$ cat src/rtl/in_port_pkg.sv
`default_nettype none
// ============================================================================
// Module      : in_port_pkg
// Description : Shared constants and helpers for the multi-channel input port.
//               Holds the status-word bit positions and a ceil-log2 helper.
// Revision    : 1.0 - initial release
// ============================================================================
package in_port_pkg;

    // Bit positions inside the status word returned when stat_rd=1
    localparam int ST_EMPTY   = 0;
    localparam int ST_FULL    = 1;
    localparam int ST_CNT_LSB = 2;
    localparam int ST_CNT_W   = 6;
    localparam int ST_UF_LSB  = 8;
    localparam int ST_NE_LSB  = 16;

    // ceil(log2(n)) with a floor of 1 so a one-channel port still has a select bit
    function automatic int clog2_min1(input int n);
        int r;
        r = 0;
        for (int i = 0; i < 16; i++) begin
            if ((1 << i) < n) r = i + 1;
        end
        if (r < 1) r = 1;
        return r;
    endfunction

endpackage
`default_nettype wire

$ cat src/rtl/in_port_fifo.sv
`default_nettype none
// ============================================================================
// Module      : in_port_fifo
// Description : One input channel: DEPTH-entry FIFO with valid/ready push,
//               CPU pop, hold register of the last popped word and a sticky
//               underflow flag.
// Revision    : 1.0 - initial release
// ============================================================================
module in_port_fifo
    import in_port_pkg::*;
#(
    parameter  int DATA_W = 32,
    parameter  int DEPTH  = 4,
    localparam int PW     = clog2_min1(DEPTH),
    localparam int CNTW   = PW + 1
) (
    input  logic              clk,
    input  logic              clr_n,
    input  logic [DATA_W-1:0] push_data,
    input  logic              push_valid,
    output logic              push_ready,
    input  logic              pop,
    input  logic              stat_clr,
    output logic [DATA_W-1:0] head,
    output logic [DATA_W-1:0] hold,
    output logic [CNTW-1:0]   count,
    output logic              empty,
    output logic              full,
    output logic              underflow
);

    logic [DATA_W-1:0] r_mem [DEPTH];
    logic [PW-1:0]     r_wr_ptr;
    logic [PW-1:0]     r_rd_ptr;
    logic [CNTW-1:0]   r_count;
    logic [DATA_W-1:0] r_hold;
    logic              r_uf;

    logic w_full;
    logic w_empty;
    logic w_push;
    logic w_pop;
    logic w_uf;

    assign w_full  = (r_count == CNTW'(DEPTH));
    assign w_empty = (r_count == '0);

    // Ready is held low for the whole reset so no word is taken while clearing
    assign push_ready = ~w_full & clr_n;
    assign w_push     = push_valid & push_ready;
    assign w_pop      = pop & ~w_empty;
    assign w_uf       = pop & w_empty;

    // Storage array: written on accepted pushes, no reset needed
    always_ff @(posedge clk) begin
        if (w_push) r_mem[r_wr_ptr] <= push_data;
    end

    // Pointers, occupancy, hold register and sticky underflow
    always_ff @(posedge clk or negedge clr_n) begin
        if (!clr_n) begin
            r_wr_ptr <= '0;
            r_rd_ptr <= '0;
            r_count  <= '0;
            r_hold   <= '0;
            r_uf     <= 1'b0;
        end else begin
            if (w_push) r_wr_ptr <= r_wr_ptr + PW'(1);
            if (w_pop) begin
                r_rd_ptr <= r_rd_ptr + PW'(1);
                r_hold   <= r_mem[r_rd_ptr];
            end
            case ({w_push, w_pop})
                2'b10:   r_count <= r_count + CNTW'(1);
                2'b01:   r_count <= r_count - CNTW'(1);
                default: r_count <= r_count;
            endcase
            // A new underflow on the same edge as a clear must survive
            if (w_uf)          r_uf <= 1'b1;
            else if (stat_clr) r_uf <= 1'b0;
        end
    end

    assign head      = r_mem[r_rd_ptr];
    assign hold      = r_hold;
    assign count     = r_count;
    assign empty     = w_empty;
    assign full      = w_full;
    assign underflow = r_uf;

endmodule
`default_nettype wire

$ cat src/rtl/multi_in_port.sv
`default_nettype none
// ============================================================================
// Module      : multi_in_port
// Description : CHANNELS-wide input port. Per-channel FIFOs, CPU-side select
//               mux onto the bus, status word assembly and a registered
//               level interrupt for pending data.
// Revision    : 1.0 - initial release
// ============================================================================
module multi_in_port
    import in_port_pkg::*;
#(
    parameter int DATA_W   = 32,
    parameter int CHANNELS = 4,
    parameter int DEPTH    = 4,
    parameter int CW       = clog2_min1(CHANNELS)
) (
    input  logic                       clk,
    input  logic                       clr_n,
    input  logic [CHANNELS*DATA_W-1:0] dev_data,
    input  logic [CHANNELS-1:0]        dev_valid,
    output logic [CHANNELS-1:0]        dev_ready,
    input  logic [CW-1:0]              ch_sel,
    input  logic                       in_pop,
    input  logic                       stat_rd,
    input  logic                       stat_clr,
    input  logic [CHANNELS-1:0]        irq_en,
    output logic [DATA_W-1:0]          bus_data,
    output logic                       in_empty,
    output logic                       in_irq
);

    localparam int CNTW = clog2_min1(DEPTH) + 1;

    logic [DATA_W-1:0]   w_head  [CHANNELS];
    logic [DATA_W-1:0]   w_hold  [CHANNELS];
    logic [CNTW-1:0]     w_count [CHANNELS];
    logic [CHANNELS-1:0] w_empty;
    logic [CHANNELS-1:0] w_full;
    logic [CHANNELS-1:0] w_uf;
    logic [CHANNELS-1:0] w_pop;
    logic [CHANNELS-1:0] w_ne;

    logic [DATA_W-1:0]   w_sel_head;
    logic [DATA_W-1:0]   w_sel_hold;
    logic [CNTW-1:0]     w_sel_count;
    logic                w_sel_empty;
    logic                w_sel_full;
    logic [DATA_W-1:0]   w_status;
    logic                r_irq;

    generate
        for (genvar k = 0; k < CHANNELS; k++) begin : g_ch
            assign w_pop[k] = in_pop & (ch_sel == CW'(k));

            in_port_fifo #(
                .DATA_W (DATA_W),
                .DEPTH  (DEPTH)
            ) u_fifo (
                .clk        (clk),
                .clr_n      (clr_n),
                .push_data  (dev_data[k*DATA_W +: DATA_W]),
                .push_valid (dev_valid[k]),
                .push_ready (dev_ready[k]),
                .pop        (w_pop[k]),
                .stat_clr   (stat_clr),
                .head       (w_head[k]),
                .hold       (w_hold[k]),
                .count      (w_count[k]),
                .empty      (w_empty[k]),
                .full       (w_full[k]),
                .underflow  (w_uf[k])
            );
        end
    endgenerate

    assign w_ne = ~w_empty;

    // Channel select mux; an unpopulated select value reads as an empty idle port
    always_comb begin
        w_sel_head  = '0;
        w_sel_hold  = '0;
        w_sel_count = '0;
        w_sel_empty = 1'b1;
        w_sel_full  = 1'b0;
        for (int k = 0; k < CHANNELS; k++) begin
            if (ch_sel == CW'(k)) begin
                w_sel_head  = w_head[k];
                w_sel_hold  = w_hold[k];
                w_sel_count = w_count[k];
                w_sel_empty = w_empty[k];
                w_sel_full  = w_full[k];
            end
        end
    end

    // Status word assembly, zero-extended to the bus width
    always_comb begin
        w_status                            = '0;
        w_status[ST_EMPTY]                  = w_sel_empty;
        w_status[ST_FULL]                   = w_sel_full;
        w_status[ST_CNT_LSB +: ST_CNT_W]    = ST_CNT_W'(w_sel_count);
        w_status[ST_UF_LSB +: CHANNELS]     = w_uf;
        w_status[ST_NE_LSB +: CHANNELS]     = w_ne;
    end

    // Idle port repeats the last popped word, as the legacy single register did
    assign bus_data = stat_rd     ? w_status   :
                      w_sel_empty ? w_sel_hold : w_sel_head;
    assign in_empty = w_sel_empty;

    // Level interrupt: any enabled channel holding data, one cycle late
    always_ff @(posedge clk or negedge clr_n) begin
        if (!clr_n) r_irq <= 1'b0;
        else        r_irq <= |(w_ne & irq_en);
    end

    assign in_irq = r_irq;

endmodule
`default_nettype wire

$ cat config.mk
export PLATFORM = sky130hd
export DESIGN_NAME = multi_in_port
export DESIGN_NICKNAME = d
export VERILOG_FILES = /design/src/rtl/in_port_pkg.sv /design/src/rtl/in_port_fifo.sv /design/src/rtl/multi_in_port.sv
export SDC_FILE = /design/constraint.sdc
export NUM_CORES = 1
export LEC_CHECK = 0
export ABC_AREA = 1
export BUFFER_PORTS_ARGS = -buffer_cell sky130_fd_sc_hd__buf_2
export CAP_MARGIN = 10
export CELL_PAD_IN_SITES_DETAIL_PLACEMENT = 0
export CELL_PAD_IN_SITES_GLOBAL_PLACEMENT = 1
export CORE_UTILIZATION = 52
export DETAILED_ROUTE_END_ITERATION = 10
export GPL_ROUTABILITY_DRIVEN = 0
export PLACE_DENSITY_LB_ADDON = 0.3
export SYNTH_ARGS = -nofsm -noshare
export SYNTH_HDL_FRONTEND = slang
export SYNTH_SLANG_ARGS = --single-unit
$ cat constraint.sdc
create_clock -name clk -period 4.4 [get_ports clk]
set_clock_uncertainty 0.2 [all_clocks]
set_input_delay 0.88 -clock clk [delete_from_list [all_inputs] [get_ports clk]]
set_output_delay 0.88 -clock clk [all_outputs]
set_load 0.005 [all_outputs]
==> results.ini, run 1 <==
[detailed_routing]
via_count = 19900
viasPerCell = 5.63
drt-pass1-iter-count = 6
first_iter_violations = 1884
drc_errors = 0
wire_per_inst_um = 21.8
wl_mm = 77.3
antenna_left = 0

[synthesis]
synth_edf_count = 512
syn-instance-count = 2613
yosys-top-cells-area = edfxtp_1 (55%), dfrtp_1 (14%), nand2_1 (12%), nand3_1 (5.4%), o21ai_0 (3.4%)
syn_area_per_cell_um2 = 10.7
synth_nets = 2780
ys_seq_area_share_pct = 69.1
synth_warnings = 0
yosysTopAreaCell = edfxtp_1
ys_seq_elements = 673
yosysUniqueCellTypes = 33
async_flop_share_pct = 23.9
syn_area_um2 = 28100
ys.flop_type = edfxtp_1
synth_top_area_share_pct = 54.8

[timing]
fin_setup_tns_ps = 0
fin_ws_ps = 133
holdWs_ps = 272
period_share_pct = 97.0
worst_slew_pin_slew_ps = 1040
fin_crit_ps = 4270
relSlewSlack_pct = 30.5
max_freq_mhz = 234
final-setup-viol-count = 0
final-hold-violation-count = 0
slew_viol_final = 0
rsz0062_at_grt = false

[critical_path]
reg2reg_from = g_ch[3].u_fifo.count[1]$_DFFE_PN0P_
cpPeakStageDelay_ps = 600
crit_required_ps = 3320
startpoint = g_ch[3].u_fifo.r_rd_ptr[0]$_DFFE_PN0P_
ff2ff_setup_slack_ps = 1760
critical_path.slowest_cell = buf_4
reg2reg_depth = 9
cpMostUsedCell = o21ai_0
start_kind = flop
timing.rr.end = g_ch[3].u_fifo.count[2]$_DFFE_PN0P_
path_class = reg -> out
path_buf_inv = 3
end_kind = output pin
worst_ep_arrival_time_ps = 3190
cp_cell_sequence = buf_4, o21ai_0, o21ai_0, buf_4, nand2_1, nand2_1, nor2_1, o21ai_0, buf_2
cpLargestDelayFamily = buffers and inverters
cp_max_fo = 69

[pwr]
power.density_nw_per_um2 = 675
p_total_mw = 21.8
ir_drop_mv = 0.401
p_leak_nw = 13.0

[placed_design]
port_buffers = 180
place_area_um2 = 29800
placed_cells = 3402
hpwl_mm = 52.1
pre_cts_slack_ps = 548

[hold_path]
hold-path-endpoint = g_ch[0].u_fifo.r_mem[3][30]$_DFFE_PP_
min-delay-start = dev_data[30]
min_path_cells = 1
hold_class = in -> reg

[floorplan]
fp.coreArea_um2 = 53000
dieArea_um2 = 54900
die_w_um = 234
die_h_um = 234
ios = 181
fp-row-count = 84
initial_core_util_pct = 53.0

[grt]
grt_pass1_vias = 18800
grt_start_max_net_pins = 79
antenna_found_initial = 9
grt_pass1_wl_mm = 115
groute.usage.overall_pct = 28.8
overflow = 0

[cells_and_area]
postLayoutCoreUtil_pct = 61.1
stdcell_count = 3538
ff_latch_area_um2 = 19400
multi_input_area_um2 = 7740
final_common_cell = nand2_1
drive_above_1_share_pct = 14.2
layout.cells.most_common_list = nand2_1 (894), edfxtp_1 (512), nand3_1 (302)
fin_area_um2 = 32400
fin_nets = 2957
area_growth_pct = 15.3
n_fill_cell = 4314

[run]
maxCapViolations = 0

[clock_network]
root_buffer = clkbuf_16
clock_path_buffers = 3
insertion_delay_ps = 610
postCtsSetupRepairBufs = 0
cts.clk_slew.worst_paths_ps = 60
cts.sinks = 673
cts_tree = yes
numCtsBuffers = 73
htree_levels = 3

[run_status]
status = complete, no violations

-- where the power goes --
group / leakage, nW / total [mW] / internal, mW / switching [mW]
Combinational: 5.18 / 6.68 / 1.82 / 4.86
Clock: 1.25 / 6.45 / 4.00 / 2.45
Sequential: 6.61 / 8.70 / 8.09 / 0.609
-- worst register-to-register path, stage by stage (launching register included) --
cell,delay (ps)
dfrtp_1,420
nor2_1,170
a21oi_1,200
nand2_1,400
ha_1,240
inv_1,90
fa_1,390
a21oi_1,140
o21ai_0,110
xor2_1,160
-- synthesized netlist by cell type, types with 4 or more instances --
cell,n
a21oi_1,75
a31oi_1,4
buf_1,35
buf_2,31
buf_4,7
clkbuf_1,75
dfrtp_1,161
edfxtp_1,512
fa_1,4
ha_1,20
inv_1,80
inv_2,12
nand2_1,894
nand3_1,302
nand4_1,21
nor2_1,86
o211ai_1,9
o21ai_0,191
o21ai_1,19
o22ai_1,21
o32ai_1,4
or2_1,8
or2_2,7
xnor2_1,4
xor2_1,15
-- flip-flops by register name, summed over array words and instances (netlist names) --
name / cells
g_ch.u_fifo.r_rd_ptr: 8
g_ch.u_fifo.hold: 128
g_ch.u_fifo.r_wr_ptr: 8
g_ch.u_fifo.r_mem: 512
g_ch.u_fifo.underflow: 4
in_irq: 1
g_ch.u_fifo.count: 12
-- layout make-up --
type                            instances  share of cell area [%]
Antenna cell                            1                 0.00773
Clock buffer                           95                    6.36
Clock inverter                         39                    1.54
Inverter                               95                    1.11
Multi-Input combinational cell       1697                    23.9
Sequential cell                       673                    60.0
Tap cell                              688                    2.66
Timing Repair Buffer                  250                    4.43
-- logic make-up after synthesis --
logic type	count (synthesis)	synth area share, %
buffers and inverters	243	3.48
AOI/OAI and AO/OA	324	6.03
DFF	673	69.1
adders and majority gates	24	1.18
and+or+nand+nor	1330	19.6
xor gates and xnor gates	19	0.593
-- metal layers --
metal | GRT usage [%] | part of all wire, % | wire length (µm)
met1 | 38.4 | 41 | 31700
met2 | 45.2 | 47 | 36200
met3 | 7.72 | 8.3 | 6440
met4 | 10.9 | 3.7 | 2840
met5 | 0 | 0.11 | 83
-- worst max-delay path by stage --
stage	end	slack, ps	cells past startpoint
after CTS	bus_data[16]	40	11
after global placement	bus_data[18]	600	11
after detailed placement	bus_data[28]	550	10
final	bus_data[0]	130	9
after global routing	bus_data[0]	20	9
after floorplan	g_ch[1].u_fifo.r_mem[0][0]$_DFFE_PP_	1100	4
-- repair_timing --
item / 4_1_cts / 5_1_grt
resized for setup: 0 / 1
endpoints found under the hold margin: 33 / 0
hold buffers: 1 / 0
setup endpoints to repair: 0 / 1
Note: power is estimated with default switching activity, not from simulation.
==> inputs of run 2 (changes only) <==
Settings changed: ABC_AREA 1 to 0, CORE_UTILIZATION 52 to 55.
==> run 2 against run 1 <==
  * Critical path type unchanged
  * Register-to-register slack improved by 140 ps
  * Flip-flop and latch count did not move
  * Cell area fell by 3.4%
  * Setup slack improved by 11 ps
  * Clock power fell by 8.5%
  * Combinational power fell by 22%
  * First-iteration DRC count fell by 50%
  * Largest power group unchanged
  * Hold slack got worse by 190 ps
  * Final cell count fell by 35%
==> results.ini, run 2 <==
[pwr]
p_leak_nw = 11.1
p_comb_share_pct = 26.0
pwr-share-seq_pct = 44.5
power.density_nw_per_um2 = 641
internal_power_mw = 14.3
swShare_pct = 28.7
ir_drop_mv = 0.377
power_frac_clock_pct = 29.4
netSwitchingPower_mw = 5.75

[floorplan]
die_w_um = 224
dieArea_um2 = 50200
fp.coreArea_um2 = 48800
initial_core_util_pct = 55.6
fp-row-count = 81
die_h_um = 224
ios = 181

[synthesis]
synth_warnings = 0
yosysUniqueCellTypes = 39
synth_edf_count = 512
yosys-top-cells-area = edfxtp_1 (57%), dfrtp_1 (15%), mux4_2 (14%), mux2_2 (5.3%), a22o_1 (2.0%)
ys_seq_elements = 673
ys.flop_type = edfxtp_1
synth_top_area_share_pct = 56.6
yosysMostFrequentCell = edfxtp_1
yosysTopAreaCell = edfxtp_1
synth_common_cells = edfxtp_1 (512), mux4_2 (165), dfrtp_1 (161)
ys_seq_area_share_pct = 71.5
syn_area_um2 = 27100
syn_area_per_cell_um2 = 19.9
syn-instance-count = 1367
synth_nets = 1534
async_flop_share_pct = 23.9

[critical_path]
crit_required_ps = 3320
startpoint = g_ch[3].u_fifo.count[1]$_DFFE_PN0P_
cp_max_fo = 34
worst_ep_arrival_time_ps = 3180
path_class = reg -> out
end_kind = output pin
reg2reg_from = g_ch[1].u_fifo.count[0]$_DFFE_PN0P_
start_kind = flop

[grt]
overflow = 0
grt_pass1_vias = 14200
groute.usage.overall_pct = 23.9
grt_start_max_net_pins = 73
grt_pass1_wl_mm = 87.1
antenna_found_initial = 3

[clock_network]
cts_hold_repair.buffers = 0
htree_levels = 3
cts.clk_slew.worst_paths_ps = 60
cts_tree = yes
clock_path_buffers = 3
cts.sinks = 673
insertion_delay_ps = 600
numCtsBuffers = 70
root_buffer = clkbuf_16

[timing]
period_share_pct = 96.7
final-setup-viol-count = 0
final-hold-violation-count = 0
fin_crit_ps = 4260
worst_slew_pin_slew_ps = 976
slew_viol_final = 0
fin_ws_ps = 144
max_freq_mhz = 235
rsz0062_at_grt = false
fin_setup_tns_ps = 0
relSlewSlack_pct = 34.9

[cells_and_area]
largest_reg_flops = 512
layout.cells.most_common_list = edfxtp_1 (512), buf_2 (179), mux4_2 (165)
fin_nets = 1745
final_common_cell = edfxtp_1
largest-register = g_ch.u_fifo.r_mem
postLayoutCoreUtil_pct = 64.0
multi_input_area_um2 = 7260
n_fill_cell = 3408
area_growth_pct = 15.2
drive_above_1_share_pct = 39.2
ff_latch_area_um2 = 19400

[placed_design]
port_buffers = 180
pre_cts_slack_ps = 546
hpwl_mm = 38.8

[detailed_routing]
viasPerCell = 5.83
drc_errors = 0
wl_mm = 57.6
antenna_left = 0
first_iter_violations = 933
wire_per_inst_um = 25.0
via_count = 13400
drt-pass1-iter-count = 7

[run_status]
status = complete, no violations

[run]
maxCapViolations = 0

[hold_path]
hold_class = in -> async

## run 2: cell count changes after synthesis, sizes merged, moves of 41 or more
cell	delta
nand2	-869
nand3	-297
o21ai	-176
mux4	+165
mux2	+132
nor2	-83
a22o	+63
inv	-63
a21oi	-41
## run 2: layout make-up
cell class                 count  share of cell area [%]
antenna                        2                  0.0160
clock buffer                  94                    6.32
clock inverter                36                    1.10
inverter                      30                   0.368
multi-input combinational    576                    23.2
sequential                   673                    62.1
tap                          664                    2.66
timing repair buffer         227                    4.23
## run 2: final timing paths
check,to,slack [ps],cells after the start
worst max register to register,g_ch[1].u_fifo.count[2]$_DFFE_PN0P_,1900,10
min in group clk,g_ch[0].u_fifo.r_mem[3][7]$_DFFE_PP_,290,1
worst max-delay path,bus_data[31],140,6
max in group asynchronous,g_ch[0].u_fifo.r_rd_ptr[0]$_DFFE_PN0P_,2500,2
worst min-delay path,g_ch[1].u_fifo.r_wr_ptr[0]$_DFFE_PN0P_,90,1
worst min register to register,g_ch[2].u_fifo.hold[30]$_DFFE_PN0P_,310,1
## run 2: timing repair
action,4_1_cts,5_1_grt
setup buffers,0,0
hold endpoints to repair,0,0
endpoints found under the setup margin,0,2
resized for setup,0,2
## run 2: stage by stage
stage / instance area, µm² / instances / total power [mW] / hold WS, ps
2_1_floorplan: 27100 / 1367 / 12.5 / 253
3_3_place_gp: 28900 / 2170 / 14.2 / 289
3_5_place_dp: 28900 / 2170 / 14.4 / 294
4_1_cts: 31300 / 2300 / 20.3 / 104
5_1_grt: 31300 / 2301 / 21.0 / 132
6_report: 31300 / 2302 / 20.0 / 85.4
## run 2: cell families (layout without fill, tap and decap cells)
family / Yosys count / count (layout) / share of synthesized area, %
AND/OR/NAND/NOR: 81 / 81 / 1.56
adder cells (fa/ha/maj): 24 / 24 / 1.22
multiplexers: 299 / 299 / 19.2
AO/OA/AOI/OAI: 148 / 148 / 3.83
XOR/XNOR: 24 / 24 / 0.774
other: 0 / 2 / 0
flip-flops: 673 / 673 / 71.5
buffers and inverters: 118 / 387 / 1.90
## run 2: critical path, stage by stage, from the launching register on
cell	delay, ps
dfrtp_1	450
or3_1	530
mux4_2	560
inv_4	330
nand2_1	90
a21oi_1	410
buf_2	200
## run 2: layer usage
| layer | part of all wire [%] | GRT usage, % |
|---|---|---|
| met5 | 0.014 | 0 |
| met4 | 2.0 | 7.22 |
| met3 | 5.6 | 5.25 |
| met2 | 54 | 41.6 |
| met1 | 39 | 30.0 |
## run 2: power groups by stage
stage | sequential (mW) | clock [mW] | combinational (mW)
after floorplan | 8.59 | 0 | 3.86
after global placement | 9.02 | 0 | 5.22
after CTS | 8.95 | 6.01 | 5.32
after global routing | 9.08 | 6.25 | 5.63
after detailed placement | 9.08 | 0 | 5.30
final | 8.92 | 5.90 | 5.22
==> inputs of run 3 (changes only) <==
Settings changed: GPL_TIMING_DRIVEN set to 0, SETUP_SLACK_MARGIN set to 0.15, SYNTH_HIERARCHICAL set to 1.
==> run 3 against run 2 <==
  * Cell area grew 0.98%
  * Synthesized cell count rose by 15%
  * Utilization rose by 0.36 points
  * Area after synthesis grew 0.80%
  * Critical endpoint is now bus_data[17]
  * Combinational power is 17% higher
  * Register-to-register slack worse by 1100 ps
  * Sequential power shrank 2.6%
==> results.ini, run 3 <==
[detailed_routing]
antenna_left = 0
routed.top_layer = met5
first_iter_violations = 1300
wire_per_inst_um = 26.5
drt-pass1-iter-count = 5
viasPerCell = 5.86
drc_errors = 0
met3WireLength_mm = 5.72
wl_met2_mm = 31.5
wl_met1_mm = 26.6
via_count = 14900
wl_mm = 67.2

[cells_and_area]
largest-register = g_ch.u_fifo/r_mem
diodes = 0
drive_above_1_share_pct = 29.8
area_growth_pct = 15.4
layout.cells.most_common_list = edfxtp_1 (512), nand2_1 (401), buf_2 (197), mux4_2 (197), dfrtp_1 (161)
postLayoutCoreUtil_pct = 64.4
final_common_cell = edfxtp_1
fin_nets = 1985
largest_reg_flops = 512

[floorplan]
die_w_um = 225
initial_core_util_pct = 55.8
die_h_um = 225
ios = 181
fp.coreArea_um2 = 49100
dieArea_um2 = 50600
fp-row-count = 81

[clock_network]
cts_hold_repair.buffers = 0
numCtsBuffers = 70
clock_path_buffers = 3
root_buffer = clkbuf_16
cts.sinks = 673
cts.clk_slew.worst_paths_ps = 60
postCtsSetupRepairBufs = 0
insertion_delay_ps = 620
cts_tree = yes
htree_levels = 3
postCtsResizedCells = 16

[synthesis]
ys.flop_type = edfxtp_1
syn-instance-count = 1566
synth_warnings = 6
syn_area_per_cell_um2 = 17.5
synth_fa_ha_area_share_pct = 1.21
yosysUniqueCellTypes = 30
synth_common_cells = edfxtp_1 (512), nand2_1 (401), mux4_2 (197)
yosys-top-cells-area = edfxtp_1 (56%), mux4_2 (16%), dfrtp_1 (15%), nand2_1 (5.5%), mux2i_1 (1.4%)
yosysMostFrequentCell = edfxtp_1
async_flop_share_pct = 23.9
synth_top_area_share_pct = 56.2
synth_mux_area_share_pct = 17.9
syn_area_um2 = 27400
ys_seq_area_share_pct = 70.9
synth_compound_area_share_pct = 0.498
yosysTopAreaCell = edfxtp_1
ys_seq_elements = 673
synthSimpleGateAreaFrac_pct = 6.69
synth_edf_count = 512
synth_top_family_by_area = multiplexers
synthXorXnorAreaFrac_pct = 0.768
synth_nets = 1733

[critical_path]
critical_path.slowest_cell = mux4_2
cp_cell_sequence = buf_2, buf_2, mux4_2, mux4_2, mux2i_1, mux2i_1, buf_2
end_kind = output pin
path_buf_inv = 3
cp_max_fo = 10
worst_ep_arrival_time_ps = 3110
cpLargestDelayFamily = multiplexers
reg2reg_depth = 9
timing.rr.end = g_ch[1].u_fifo/count[2]$_DFFE_PN0P_
start_kind = flop
cpPeakStageDelay_ps = 490
reg2reg_from = g_ch[1].u_fifo/count[1]$_DFFE_PN0P_
ff2ff_setup_slack_ps = 840
cpMostUsedCell = buf_2
crit_required_ps = 3320
path_class = reg -> out

[pwr]
p_leak_nw = 11.9
p_total_mw = 20.8
power.density_nw_per_um2 = 659
ir_drop_mv = 0.476

[grt]
grt_start_max_net_pins = 94
grt_pass1_wl_mm = 98.6
groute.usage.overall_pct = 27.6
overflow = 0
grt_pass1_vias = 15200
antenna_found_initial = 4

[timing]
rsz0062_at_grt = true
period_share_pct = 95.2
slew_viol_final = 0
worst_slew_pin_slew_ps = 1240
relSlewSlack_pct = 16.8
fin_ws_ps = 212
final-setup-viol-count = 0
final-hold-violation-count = 0
max_freq_mhz = 239
fin_crit_ps = 4190

[run]
maxCapViolations = 0

[hold_path]
hold_class = in -> async

[placed_design]
port_buffers = 178
hpwl_mm = 45.7
pre_cts_slack_ps = 45.0

[run_status]
status = complete, no violations

-- run 3: worst register-to-register path: stages, from the launching register on --
cell      delay, ps
dfrtp_1         450
o31ai_2        1060
inv_2           330
clkbuf_1        440
ha_1            370
inv_1            80
fa_1            180
xor2_1          140
nor2_1           70
xor2_1          140
-- run 3: cells by family (layout without fill, tap and decap cells) --
| group | after synthesis | after routing |
|---|---|---|
| adder cells (fa/ha/maj) | 24 | 24 |
| buffers and inverters | 124 | 432 |
| AND/OR/NAND/NOR | 461 | 461 |
| flip-flops | 673 | 673 |
| XOR/XNOR | 24 | 24 |
| AO/OA/AOI/OAI | 20 | 20 |
| multiplexers | 240 | 240 |
-- run 3: cell type report --
type	count	area (µm²)
multi-input cells	769	7430
clock buffers	95	1940
fillers	3478	17500
repair buffers	180	948
inverters	40	150
plain buffers	84	463
flip-flops and latches	673	19400
clock inverters	33	403
well taps	664	831
-- run 3: metal layers --
| layer | global-route usage [%] | vias to the layer above |
|---|---|---|
| li1 | - | 6389 |
| met5 | 0 | - |
| met4 | 14.4 | 8 |
| met2 | 41.5 | 601 |
| met1 | 37.4 | 7740 |
| met3 | 7.33 | 137 |
-- run 3: worst max-delay path by stage --
stage                                           start                               endpoint  slack (ps)  depth (start not counted)
2_1_floorplan                               ch_sel[1]    g_ch[0].u_fifo/count[2]$_DFFE_PN0P_         990                         12
3_3_place_gp                                    clr_n  g_ch[1].u_fifo/r_mem[1][21]$_DFFE_PP_       -2240                          4
3_5_place_dp                                ch_sel[1]    g_ch[0].u_fifo/count[2]$_DFFE_PN0P_          50                         12
4_1_cts        g_ch[1].u_fifo/r_rd_ptr[0]$_DFFE_PN0P_                           bus_data[18]         110                          7
5_1_grt        g_ch[1].u_fifo/r_rd_ptr[0]$_DFFE_PN0P_                           bus_data[18]         120                          7
6_report       g_ch[0].u_fifo/r_rd_ptr[1]$_DFFE_PN0P_                           bus_data[17]         210                          7
-- run 3: per-stage QoR --
stage | hold WS, ps | instance area, µm² | std cells | setup TNS [ps]
floorplan | 240 | 27400 | 1566 | 0
CTS | 44.2 | 31500 | 2538 | 0
finish | 36.3 | 31600 | 2538 | 0
global placement | 254 | 29100 | 2408 | -1223610
detailed placement | 257 | 29200 | 2410 | 0
global route | 76.1 | 31600 | 2538 | 0
-- run 3: power by group --
group          switching, mW  internal, mW  total [mW]
clock                   2.42          3.58        6.00
sequential             0.574          8.12        8.69
combinational           3.44          2.65        6.09
